`config.mk`:
```
export PLATFORM = sky130hd
export DESIGN_NAME = stack_op_sequencer
export DESIGN_NICKNAME = d
export VERILOG_FILES = /design/src/rtl/stack_op_sequencer.sv
export SDC_FILE = /design/constraint.sdc
export NUM_CORES = 1
export LEC_CHECK = 0
export BUFFER_PORTS_ARGS = -buffer_cell sky130_fd_sc_hd__clkbuf_2
export CAP_MARGIN = 20
export CORE_MARGIN = 2
export CORE_UTILIZATION = 54
export DETAILED_ROUTE_END_ITERATION = 12
export PLACE_DENSITY_LB_ADDON = 0.2
export SLEW_MARGIN = 10
export SYNTH_ARGS = -nofsm -noshare
export SYNTH_HDL_FRONTEND = slang
export SYNTH_SLANG_ARGS = --single-unit
```
`constraint.sdc`:
```
create_clock -name CLK -period 2.55 [get_ports CLK]
set_input_delay 0.3825 -clock CLK [delete_from_list [all_inputs] [get_ports CLK]]
set_output_delay 0.3825 -clock CLK [all_outputs]
set_load 0.005 [all_outputs]
```
`src/rtl/stack_op_sequencer.sv`:
```
// stack_op_sequencer: turns high-level stack commands into register_stack stackOP/w strobes and reports results.
// Latency: accept edge to rsp_valid is 3 cycles for executed commands, 1 cycle for NOP or rejected commands.
// Backpressure: cmd_ready only in IDLE, so one command per 4 cycles (executed) or per 2 cycles (NOP/rejected).
module stack_op_sequencer #(
  parameter int DEPTH = 64,
  parameter int WIDTH = 16
) (
  input  logic             CLK,
  input  logic             RST_N,
  input  logic             cmd_valid,
  output logic             cmd_ready,
  input  logic [3:0]       cmd_op,
  input  logic [WIDTH-1:0] cmd_imm,
  output logic [2:0]       stackOP,
  output logic [WIDTH-1:0] w,
  input  logic [WIDTH-1:0] a,
  input  logic [WIDTH-1:0] b,
  output logic             rsp_valid,
  output logic             rsp_err,
  output logic [WIDTH-1:0] rsp_top,
  output logic [6:0]       depth,
  output logic             overflow
);

  localparam logic [3:0] OP_NOP  = 4'd0;
  localparam logic [3:0] OP_PUSH = 4'd1;
  localparam logic [3:0] OP_ADD  = 4'd2;
  localparam logic [3:0] OP_SUB  = 4'd3;
  localparam logic [3:0] OP_AND  = 4'd4;
  localparam logic [3:0] OP_OR   = 4'd5;
  localparam logic [3:0] OP_POP  = 4'd6;
  localparam logic [3:0] OP_POP2 = 4'd7;
  localparam logic [3:0] OP_SWAP = 4'd8;
  localparam logic [3:0] OP_DUP  = 4'd9;

  localparam logic [2:0] SOP_HOLD = 3'd0;
  localparam logic [2:0] SOP_PUSH = 3'd1;
  localparam logic [2:0] SOP_REPL = 3'd2;
  localparam logic [2:0] SOP_POP  = 3'd3;
  localparam logic [2:0] SOP_POP2 = 3'd4;
  localparam logic [2:0] SOP_SWAP = 3'd5;

  localparam logic [6:0] DEPTH_C = 7'(DEPTH);

  typedef enum logic [1:0] {S_IDLE, S_ISSUE, S_SETTLE, S_RESP} state_t;

  state_t           state_q, state_d;
  logic [3:0]       op_q, op_d;
  logic [2:0]       sop_q, sop_d;
  logic [WIDTH-1:0] w_q, w_d;
  logic [WIDTH-1:0] top_q, top_d;
  logic             err_q, err_d;
  logic             ovf_q, ovf_d;
  logic [6:0]       depth_q, depth_d;

  logic             illegal, underflow;
  logic [2:0]       cmd_sop;
  logic [WIDTH-1:0] cmd_w;

  // Decode the offered command: legality against current depth and the stack strobe it maps to.
  always_comb begin
    illegal   = 1'b0;
    underflow = 1'b0;
    cmd_sop   = SOP_HOLD;
    cmd_w     = '0;
    case (cmd_op)
      OP_NOP:  cmd_sop = SOP_HOLD;
      OP_PUSH: begin cmd_sop = SOP_PUSH; cmd_w = cmd_imm; end
      OP_ADD:  begin underflow = (depth_q < 7'd2); cmd_sop = SOP_REPL; cmd_w = b + a; end
      OP_SUB:  begin underflow = (depth_q < 7'd2); cmd_sop = SOP_REPL; cmd_w = b - a; end
      OP_AND:  begin underflow = (depth_q < 7'd2); cmd_sop = SOP_REPL; cmd_w = b & a; end
      OP_OR:   begin underflow = (depth_q < 7'd2); cmd_sop = SOP_REPL; cmd_w = b | a; end
      OP_POP:  begin underflow = (depth_q < 7'd1); cmd_sop = SOP_POP;  end
      OP_POP2: begin underflow = (depth_q < 7'd2); cmd_sop = SOP_POP2; end
      OP_SWAP: begin underflow = (depth_q < 7'd2); cmd_sop = SOP_SWAP; end
      OP_DUP:  begin underflow = (depth_q < 7'd1); cmd_sop = SOP_PUSH; cmd_w = a; end
      default: illegal = 1'b1;
    endcase
  end

  // Sequencer next state: accept, one-cycle issue strobe, settle while the stack updates, respond.
  always_comb begin
    state_d = state_q;
    op_d    = op_q;
    sop_d   = SOP_HOLD;
    w_d     = '0;
    top_d   = top_q;
    err_d   = err_q;
    ovf_d   = ovf_q;
    depth_d = depth_q;
    case (state_q)
      S_IDLE: begin
        if (cmd_valid) begin
          op_d  = cmd_op;
          err_d = illegal | underflow;
          if (illegal || underflow || (cmd_op == OP_NOP)) begin
            // Stack is untouched, so the current top is already the post-command top.
            top_d   = a;
            state_d = S_RESP;
          end else begin
            sop_d   = cmd_sop;
            w_d     = cmd_w;
            state_d = S_ISSUE;
          end
        end
      end
      S_ISSUE: begin
        // register_stack captures on this edge; depth tracks it in lockstep.
        case (op_q)
          OP_PUSH, OP_DUP: begin
            if (depth_q == DEPTH_C) ovf_d = 1'b1;
            else                    depth_d = depth_q + 7'd1;
          end
          OP_ADD, OP_SUB, OP_AND, OP_OR, OP_POP: depth_d = depth_q - 7'd1;
          OP_POP2: depth_d = depth_q - 7'd2;
          default: depth_d = depth_q;
        endcase
        state_d = S_SETTLE;
      end
      S_SETTLE: begin
        top_d   = a;
        state_d = S_RESP;
      end
      S_RESP:  state_d = S_IDLE;
      default: state_d = S_IDLE;
    endcase
  end

  // State and datapath registers; reset aborts any in-flight command silently.
  always_ff @(posedge CLK or negedge RST_N) begin
    if (!RST_N) begin
      state_q <= S_IDLE;
      op_q    <= OP_NOP;
      sop_q   <= SOP_HOLD;
      w_q     <= '0;
      top_q   <= '0;
      err_q   <= 1'b0;
      ovf_q   <= 1'b0;
      depth_q <= '0;
    end else begin
      state_q <= state_d;
      op_q    <= op_d;
      sop_q   <= sop_d;
      w_q     <= w_d;
      top_q   <= top_d;
      err_q   <= err_d;
      ovf_q   <= ovf_d;
      depth_q <= depth_d;
    end
  end

  // Ready is masked by reset so the decode stage never sees a ready while the block is held.
  assign cmd_ready = (state_q == S_IDLE) & RST_N;
  assign stackOP   = sop_q;
  assign w         = w_q;
  assign rsp_valid = (state_q == S_RESP);
  assign rsp_err   = (state_q == S_RESP) & err_q;
  assign rsp_top   = top_q;
  assign depth     = depth_q;
  assign overflow  = ovf_q;

endmodule
```
==> impl_metrics.py, run 1 <==
metrics = {
    "outcome": {
        "status": "finished with violations",
        "violations": "setup timing",
    },
    "clock_network": {
        "cts_buffer_depth": 2,
        "clkTransAtPathRegs_ns": 0.09,
        "htreeDepth": 2,
        "clock-root-buffer": "clkbuf_8",
        "clk_latency_ns": 0.30,
        "cts_sinks": 50,
        "tritoncts": "built",
        "postCtsHoldBufs": 0,
        "cts_buffers": 5,
    },
    "setup_path": {
        "critPathMaxStageDelay_ns": 0.36,
        "worst-r2r-setup-slack_ns": 0.18,
        "r2r_end": "rsp_top[15]",
        "endpoint_kind": "flip-flop",
        "critPathSlowestCell": "ha_1",
        "path_cells": "buf_8 -> inv_4 -> ha_4 -> nand2b_4 -> buf_6 -> nor3b_4 -> a21oi_2 -> xnor2_1 -> ha_1 -> nand3_1 -> nand2_1 -> a21o_1 -> a221oi_2 -> nor4_2 -> a211o_1",
        "path_delay_family": "compound AO/OA/AOI/OAI gates",
        "crit_arrival_ns": 2.75,
        "startpoint_type": "primary input",
        "required_ns": 2.75,
        "crit_buf_inv": 3,
        "critPathKind": "primary input to flip-flop",
        "r2r.worst_path.cells": 9,
        "path_max_fanout": 5,
        "r2r_start": "depth[1]",
    },
    "placement": {
        "portBuffers": 100,
        "placed_cell_area_mm2": 0.00505,
        "gp_congestion": 1.06,
        "dp_hpwl_mm": 9.10,
    },
    "finish": {
        "stdcell_area_mm2": 0.00540,
        "drive_above_1_share_pct": 43.8,
        "final_nets": 674,
        "area.growth.synth_to_final_pct": 40.6,
        "n_antenna_cell": 0,
    },
    "logic_synthesis": {
        "syn_inst": 416,
        "synth_largest_area_cell": "dfrtp_1",
        "ys_async_sr_fraction_pct": 100,
        "synth_edf_count": 0,
        "synth_area_per_cell_um2": 9.23,
        "syn_nets": 500,
        "synth_area_leaders": "dfrtp_1 33%, ha_1 9.1%, a21oi_1 4.4%",
        "yosysTopAreaCellShare_pct": 32.6,
        "ys.flop_type": "dfrtp_1",
        "synth_commonest_cells": "50 x dfrtp_1, 37 x nor2_1, 34 x a21oi_1, 34 x nand2_1, 28 x ha_1",
        "ys_types": 64,
        "synthesis.area_mm2": 0.00384,
        "ys_ff_latch": 50,
        "yosysWarnings": 0,
        "yosysSeqAreaShare_pct": 32.6,
        "synth_most_common_cell": "dfrtp_1",
    },
    "job": {
        "cap_violations": 0,
    },
    "grt": {
        "antenna_found_initial": 0,
        "grt_use_total_pct": 30.2,
        "grt_pass1_vias": 3714,
        "grt_max_degree": 51,
        "grt_pass1_wl_mm": 18.2,
        "grt_overflow": 0,
    },
    "die": {
        "initial_core_util_pct": 56.2,
        "core-area_mm2": 0.00683,
        "die_area_mm2": 0.00780,
        "core.rowCount": 30,
        "die_w_um": 88.3,
        "dieHeight_um": 88.3,
        "ios": 101,
    },
    "drt": {
        "drc": 0,
        "dr_total_vias": 4053,
        "drt_iter0_drc": 316,
        "drt_wl_total_mm": 12.1,
        "wl_per_cell_um": 17.6,
        "drtAntennaViolNets": 0,
        "drt-vias-per-instance": 5.90,
        "drtPass1Iterations": 7,
    },
    "sta": {
        "worst_slack_ns": -0.00631,
        "hold_slack_ns": 0.279,
        "drv_slew": 0,
        "min_period_ns": 2.56,
        "fin_skew_ns": 0.00544,
        "slew_headroom_pct": 50.0,
        "setup_violations": 1,
        "rsz0062_at_grt": "true",
        "final_hold_viol_count": 0,
        "worst_slew_pin_slew_ns": 0.750,
        "max_clock_freq_mhz": 391,
        "fin_crit_sh_pct": 100,
    },
    "power": {
        "power_density_mw_per_mm2": 712,
        "peakVddDrop_v": 0.000491,
        "leakagePower_uw": 0.00257,
        "power_uw": 3840,
    },
    "min_path": {
        "hp-class": "primary input to asynchronous set/reset pin",
    },
}
## power breakdown
group	leakage (uW)	internal (uW)	switching, uW
Clock	0.0000482	220	264
Combinational	0.00189	1080	1050
Sequential	0.000635	1050	186
Total	0.00257	2350	1500
## state kept, by name, summed over array words and instances, names as in the netlist
signal	cells
stackOP	3
depth	7
w	16
op_q	4
overflow	1
state_q	2
err_q	1
rsp_top	16
## through the flow
| stage | std cells | setup TNS [ns] | setup slack [ns] | util, % |
|---|---|---|---|---|
| 2_1_floorplan | 416 | -0.947 | -0.214 | - |
| 3_5_place_dp | 669 | -2.93 | -0.390 | 73.9 |
| 5_1_grt | 687 | -0.522 | -0.171 | 79.0 |
| 4_1_cts | 678 | -0.0216 | -0.0216 | 75.5 |
| 6_report | 687 | -0.00631 | -0.00631 | 79.0 |
| 3_3_place_gp | 669 | -2.30 | -0.319 | 73.9 |
## cell type report
cell class | instances | area (um^2)
multi-input cells | 332 | 2680
fillers | 460 | 1440
flip-flops and latches | 50 | 1250
repair buffers | 187 | 1200
well taps | 96 | 120
clock buffers | 7 | 86.3
inverters | 14 | 57.6
clock inverters | 1 | 5.00
## worst max-delay path by stage
stage              start    end  slack, ns  depth (start not counted)
5_1_grt             a[1]  w[14]      -0.17                         15
3_5_place_dp        a[1]  w[14]      -0.39                         13
3_3_place_gp   cmd_op[2]  w[12]      -0.32                         12
2_1_floorplan  cmd_op[1]  w[12]      -0.21                         13
6_report            a[1]  w[14]     -0.006                         15
4_1_cts             a[1]  w[14]      -0.02                         15
## what timing repair did
| action | 4_1_cts | 5_1_grt |
|---|---|---|
| setup buffers | 1 | 9 |
| endpoints found under the setup margin | 6 | 10 |
| resized for setup | 7 | 51 |
| endpoints found under the hold margin | 0 | 0 |
| pin swaps | 4 | 25 |
## per-layer routing
layer  track usage [%]  wire, um
met1              41.8      5220
met4              7.58       195
met3              3.17       792
met5                 0         0
met2              50.8      5910
## layout by cell type, fill, tap and decap left out, drive strengths merged, types with 2 or more instances in the layout
master and n:
mux2 21, and3 5, or2 2, nor2 37, a32oi 3, nor4 5
o22ai 2, nand2 34, xnor2 14, mux2i 2, nor4b 2, a31oi 7
o2111ai 2, nor3 9, nor2b 3, and2 3, clkbuf 101, dfrtp 50
a211o 2, xor2 12, o41ai 3, nand3 11, a221oi 2, or3 4
maj3 15, nand2b 5, a222oi 12, inv 14, o21ai 21, a21oi 34
o211ai 2, ha 28, buf 93, o32a 2, a21o 4, o21a 4
a2111oi 2, or4 2
## logic make-up after synthesis
| kind of cell | count (synthesis) | synth area share [%] |
|---|---|---|
| AO/OA/AOI/OAI | 112 | 20.1 |
| XOR/XNOR | 26 | 5.93 |
| adder cells (fa/ha/maj) | 44 | 13.6 |
| buffers and inverters | 34 | 3.81 |
| flip-flops | 50 | 32.6 |
| multiplexers | 23 | 7.66 |
| AND/OR/NAND/NOR | 127 | 16.3 |
(Power assumes the default switching activity.)
==> inputs of run 2 (changes only) <==
--- a/config.mk
+++ b/config.mk
@@ -13,3 +13,3 @@
 export PLACE_DENSITY_LB_ADDON = 0.2
-export SLEW_MARGIN = 10
+export SLEW_MARGIN = 20
 export SYNTH_ARGS = -nofsm -noshare
==> constraint.sdc (replaced) <==
create_clock -name CLK -period 2.55 [get_ports CLK]
set_input_delay 0.1275 -clock CLK [delete_from_list [all_inputs] [get_ports CLK]]
set_output_delay 0.1275 -clock CLK [all_outputs]
set_load 0.005 [all_outputs]
==> impl_metrics.py, run 2 (synthesis results as in run 1) <==
metrics = {
    "finish": {
        "area.growth.synth_to_final_pct": 32.8,
        "layout_commonest_cell": "clkbuf_2",
        "stdcell_area_mm2": 0.00510,
        "final_nets": 655,
        "n_antenna_cell": 0,
        "layout_common_cells": "100 x clkbuf_2, 66 x buf_4, 50 x dfrtp_1, 36 x nor2_1, 34 x nand2_1",
        "drive_above_1_share_pct": 37.6,
    },
    "drt": {
        "drc": 0,
        "drt_wl_total_mm": 11.4,
        "drtAntennaViolNets": 0,
        "drtPass1Iterations": 5,
        "drt-vias-per-instance": 5.84,
        "dr_total_vias": 3899,
        "drt_iter0_drc": 210,
        "wl_per_cell_um": 17.1,
    },
    "sta": {
        "fin_skew_ns": 0.0122,
        "final_hold_viol_count": 0,
        "slew_headroom_pct": 56.3,
        "rsz0062_at_grt": "true",
        "fin_crit_sh_pct": 93.5,
        "min_period_ns": 2.39,
        "setup_violations": 0,
        "worst_slew_pin_slew_ns": 0.655,
        "drv_slew": 0,
        "max_clock_freq_mhz": 419,
    },
    "grt": {
        "grt_max_degree": 51,
        "grt_overflow": 0,
        "grt_use_total_pct": 29.4,
        "antenna_found_initial": 0,
        "grt_pass1_wl_mm": 18.0,
        "grt_pass1_vias": 3878,
    },
    "die": {
        "core-area_mm2": 0.00683,
        "dieHeight_um": 88.3,
        "die_area_mm2": 0.00780,
        "core.rowCount": 30,
        "ios": 101,
        "die_w_um": 88.3,
        "initial_core_util_pct": 56.2,
    },
    "clock_network": {
        "post_cts_buffers": 0,
        "cts_buffer_depth": 2,
        "cts_sinks": 50,
        "clk_latency_ns": 0.32,
        "clkTransAtPathRegs_ns": 0.10,
        "clock-root-buffer": "clkbuf_8",
        "tritoncts": "built",
        "cts_buffers": 5,
        "htreeDepth": 2,
    },
    "setup_path": {
        "required_ns": 2.79,
        "crit_arrival_ns": 2.62,
        "startpoint_type": "primary input",
        "r2r_start": "depth[1]",
        "endpoint_kind": "flip-flop",
        "worst-r2r-setup-slack_ns": 0.25,
        "path_max_fanout": 6,
        "critPathKind": "primary input to flip-flop",
        "r2r_end": "rsp_top[3]",
        "r2r.worst_path.cells": 9,
    },
    "power": {
        "p_sw_share_pct": 38.2,
        "p_clk_share_pct": 14.9,
        "power_uw": 3880,
        "power_density_mw_per_mm2": 760,
        "p_sw_uw": 1480,
        "comb_power_share_pct": 52.9,
        "peakVddDrop_v": 0.000661,
        "internal_power_uw": 2400,
        "seq_power_share_pct": 32.2,
        "leakagePower_uw": 0.00245,
    },
    "placement": {
        "placed_cell_area_mm2": 0.00494,
        "dp_hpwl_mm": 8.71,
        "portBuffers": 100,
        "gp_congestion": 0.935,
    },
    "min_path": {
        "hp-class": "primary input to asynchronous set/reset pin",
    },
    "outcome": {
        "status": "finished clean",
    },
    "job": {
        "cap_violations": 0,
    },
}
[run 2: worst max path at each step]
stage                          from    end  slack, ns  cells after the start
final                          a[1]  w[11]       0.16                     15
after global routing           a[1]  w[13]      -0.01                     14
after CTS                 cmd_op[2]  w[14]       0.05                     14
after detailed placement  cmd_op[2]  w[11]      -0.32                     14
after global placement    cmd_op[2]   w[9]      -0.19                     14
after floorplan           cmd_op[1]  w[12]      -0.10                     13
[run 2: critical path, stage by stage]
cell,delay [ns]
clkbuf_2,0.13
inv_1,0.09
ha_1,0.17
nand2b_1,0.13
nor3b_4,0.23
buf_4,0.14
nor2_1,0.04
xnor2_1,0.12
ha_1,0.30
buf_4,0.12
a21oi_1,0.07
o21ai_0,0.33
a31oi_2,0.11
or3_1,0.34
a31oi_1,0.18
[run 2: area by class of cell]
class                           instances  area, um^2
Clock inverter                          3        45.0
Clock buffer                            5        68.8
Tap cell                               96         120
Fill cell                             538        1740
Sequential cell                        50        1250
Multi-Input combinational cell        332        2520
Timing Repair Buffer                  168        1040
Inverter                               14        52.6
[run 2: per-stage QoR]
stage / hold WS, ns / cells / utilization (%) / setup slack [ns] / setup TNS [ns]
finish: 0.0110 / 668 / 74.6 / 0.165 / 0
global route: 0.0668 / 668 / 74.6 / -0.0127 / -0.0229
CTS: 0.0334 / 668 / 73.9 / 0.0542 / 0
detailed placement: 0.375 / 660 / 72.3 / -0.319 / -2.07
global placement: 0.355 / 660 / 72.3 / -0.190 / -1.29
floorplan: -0.168 / 416 / - / -0.103 / -0.174
[run 2: repair_timing]
action / in CTS / in global routing
gates resized for setup: 1 / 11
endpoints found under the setup margin: 1 / 7
hold buffers: 0 / 0
pin swaps: 0 / 0
[run 2: per-layer routing]
metal / part of all wire (%) / track usage [%] / vias to the layer above
li1: - / - / 1858
met1: 45 / 37.8 / 1863
met2: 48 / 50.9 / 154
met3: 6.1 / 4.85 / 24
met4: 1.7 / 8.68 / 0
met5: 0 / 0 / -
[run 2: power groups by stage]
stage / Sequential [uW] / Clock, uW / Combinational [uW]
floorplan: 1260 / 0 / 1230
global placement: 1240 / 0 / 1960
detailed placement: 1260 / 0 / 2020
CTS: 1240 / 589 / 2030
global route: 1280 / 618 / 2240
finish: 1250 / 579 / 2050
==> inputs of run 3 (changes only) <==
CELL_PAD_IN_SITES_DETAIL_PLACEMENT = 1   (was unset)
CELL_PAD_IN_SITES_GLOBAL_PLACEMENT = 2   (was unset)
CORE_MARGIN = 8   (was 2)
CORE_UTILIZATION = 32   (was 54)
==> impl_metrics.py, run 3 (synthesis results as in run 1) <==
metrics = {
    "power": {
        "peakVddDrop_v": 0.000368,
        "leakagePower_uw": 0.00254,
        "power_density_mw_per_mm2": 754,
    },
    "placement": {
        "dp_hpwl_mm": 11.5,
        "portBuffers": 100,
        "gp_congestion": 0.852,
        "dp.cells": 724,
        "dpl_worst_slack_ns": -0.332,
    },
    "setup_path": {
        "endpoint_kind": "flip-flop",
        "critPathMaxStageDelay_ns": 0.46,
        "critPathSlowestCell": "fa_1",
        "critPathKind": "primary input to flip-flop",
        "required_ns": 2.77,
        "crit_arrival_ns": 2.61,
        "crit_buf_inv": 1,
        "path_delay_family": "simple AND/OR/NAND/NOR gates",
        "path_cells": "clkbuf_2 -> nor2_2 -> nand3_2 -> nand2_1 -> o21ai_0 -> fa_1 -> nor2b_2 -> o2111ai_1 -> a32oi_2 -> a21oi_1 -> or4_1 -> a31oi_1",
        "path_max_fanout": 4,
        "startpoint_type": "primary input",
    },
    "finish": {
        "multi_input_area_mm2": 0.00255,
        "layout_commonest_cell": "clkbuf_2",
        "nFillCells": 1418,
        "final-seq-area_mm2": 0.00125,
        "n_antenna_cell": 0,
        "final_nets": 669,
        "drive_above_1_share_pct": 40.3,
        "layout.cells.non_filler": 733,
        "layout_common_cells": "100 x clkbuf_2, 81 x buf_4, 50 x dfrtp_1, 36 x nor2_1, 34 x nand2_1",
        "area.growth.synth_to_final_pct": 38.0,
    },
    "die": {
        "ios": 101,
        "initial_core_util_pct": 32.4,
        "core-area_mm2": 0.0119,
        "dieHeight_um": 126,
        "core.rowCount": 40,
        "die_w_um": 126,
        "die_area_mm2": 0.0158,
    },
    "job": {
        "cap_violations": 0,
    },
    "sta": {
        "rsz0062_at_grt": "true",
        "max_clock_freq_mhz": 419,
        "fin_skew_ns": 0.00813,
        "min_period_ns": 2.39,
        "fin_crit_sh_pct": 93.6,
        "worst_slack_ns": 0.162,
        "drv_slew": 0,
        "hold_slack_ns": 0.00164,
        "slew_headroom_pct": 49.7,
        "final_hold_viol_count": 0,
        "setup_violations": 0,
        "worst_slew_pin_slew_ns": 0.754,
    },
    "grt": {
        "grt_use_total_pct": 18.7,
        "grt_max_degree": 51,
        "grt_pass1_wl_mm": 23.7,
        "grt_pass1_vias": 4375,
        "grt_overflow": 0,
        "antenna_found_initial": 0,
    },
    "outcome": {
        "status": "finished clean",
    },
    "clock_network": {
        "cts_buffer_depth": 2,
        "cts_sinks": 50,
        "clkTransAtPathRegs_ns": 0.07,
        "tritoncts": "built",
        "postCtsHoldBufs": 0,
        "cts_buffers": 5,
        "htreeDepth": 2,
        "clock-root-buffer": "clkbuf_16",
        "clk_latency_ns": 0.30,
    },
    "drt": {
        "drtPass1Iterations": 5,
        "wl_per_cell_um": 19.7,
        "drtAntennaViolNets": 0,
        "drt_iter0_drc": 235,
        "drt-vias-per-instance": 5.34,
        "drc": 0,
        "drt_wl_total_mm": 14.4,
        "dr_total_vias": 3916,
    },
    "min_path": {
        "hp-class": "primary input to asynchronous set/reset pin",
    },
}
## run 3: cell types whose count changed in the layout (fill, tap and decap cells not counted), moves of 2 or more
cell / change
clkinvlp_4: -2
buf_4: +15
clkbuf_8: -5
nor4_2: +2
o21ai_2: +2
o21ai_1: -2
a21oi_1: -2
clkbuf_16: +5
buf_12: -2
a21oi_2: +2
## run 3: path summary, 6_finish.rpt
| kind | start | to | slack [ns] | depth (start not counted) |
|---|---|---|---|---|
| max | cmd_op[2] | w[12] | 0.16 | 12 |
| max in group asynchronous | RST_N | w[4] | 2.08 | 2 |
| min | RST_N | depth[1] | 0.002 | 2 |
| min reg2reg | overflow | overflow | 0.49 | 1 |
| min in group CLK | cmd_imm[8] | w[8] | 0.06 | 3 |
| max reg2reg | depth[1] | rsp_top[13] | 0.20 | 9 |
## run 3: metal layers
layer  wire [um]  up-vias  share of wire [%]  track usage [%]
met5           0        -                  0                0
met4         108        0               0.75             3.72
met3         727        9                5.0             4.29
met2        6870      103                 48             31.3
met1        6720     1921                 47             23.9
li1            -     1883                  -                -
## run 3: power by group
part	switching (uW)	internal [uW]
Combinational	1020	1040
Clock	324	365
Sequential	192	1050
Total	1540	2450
## run 3: worst reg2reg max path, stage by stage (launching register included)
cell and delay [ns]:
dfrtp_1 0.34, inv_1 0.12, ha_1 0.27, and4b_1 0.21, nor4b_2 0.24, o21ai_1 0.10
a21o_1 0.24, o22ai_4 0.13, buf_4 0.25, mux2_4 0.32
## run 3: cell type report
class                           count  area share (%)
Clock inverter                      2           0.260
Timing Repair Buffer              182            21.1
Inverter                           14           0.992
Sequential cell                    50            23.6
Tap cell                          147            3.47
Clock buffer                        6            2.43
Multi-Input combinational cell    332            48.1
## run 3: repair_timing
action	4_1_cts	5_1_grt
pin swaps	0	10
buffers inserted	0	1
endpoints found under the hold margin	0	0
endpoints found under the setup margin	1	7
gates cloned	0	0
gates resized for setup	1	19
## run 3: per-stage QoR
step           instance area, um^2  TNS (ns)  util [%]  power [uW]
5_1_grt                       5300   -0.0134      44.7        4320
2_1_floorplan                 3870    -0.174         -        2480
4_1_cts                       5220         0      44.0        4040
3_3_place_gp                  5070     -1.21      42.8        3240
3_5_place_dp                  5070     -1.96      42.8        3320
6_report                      5300         0      44.7        3990
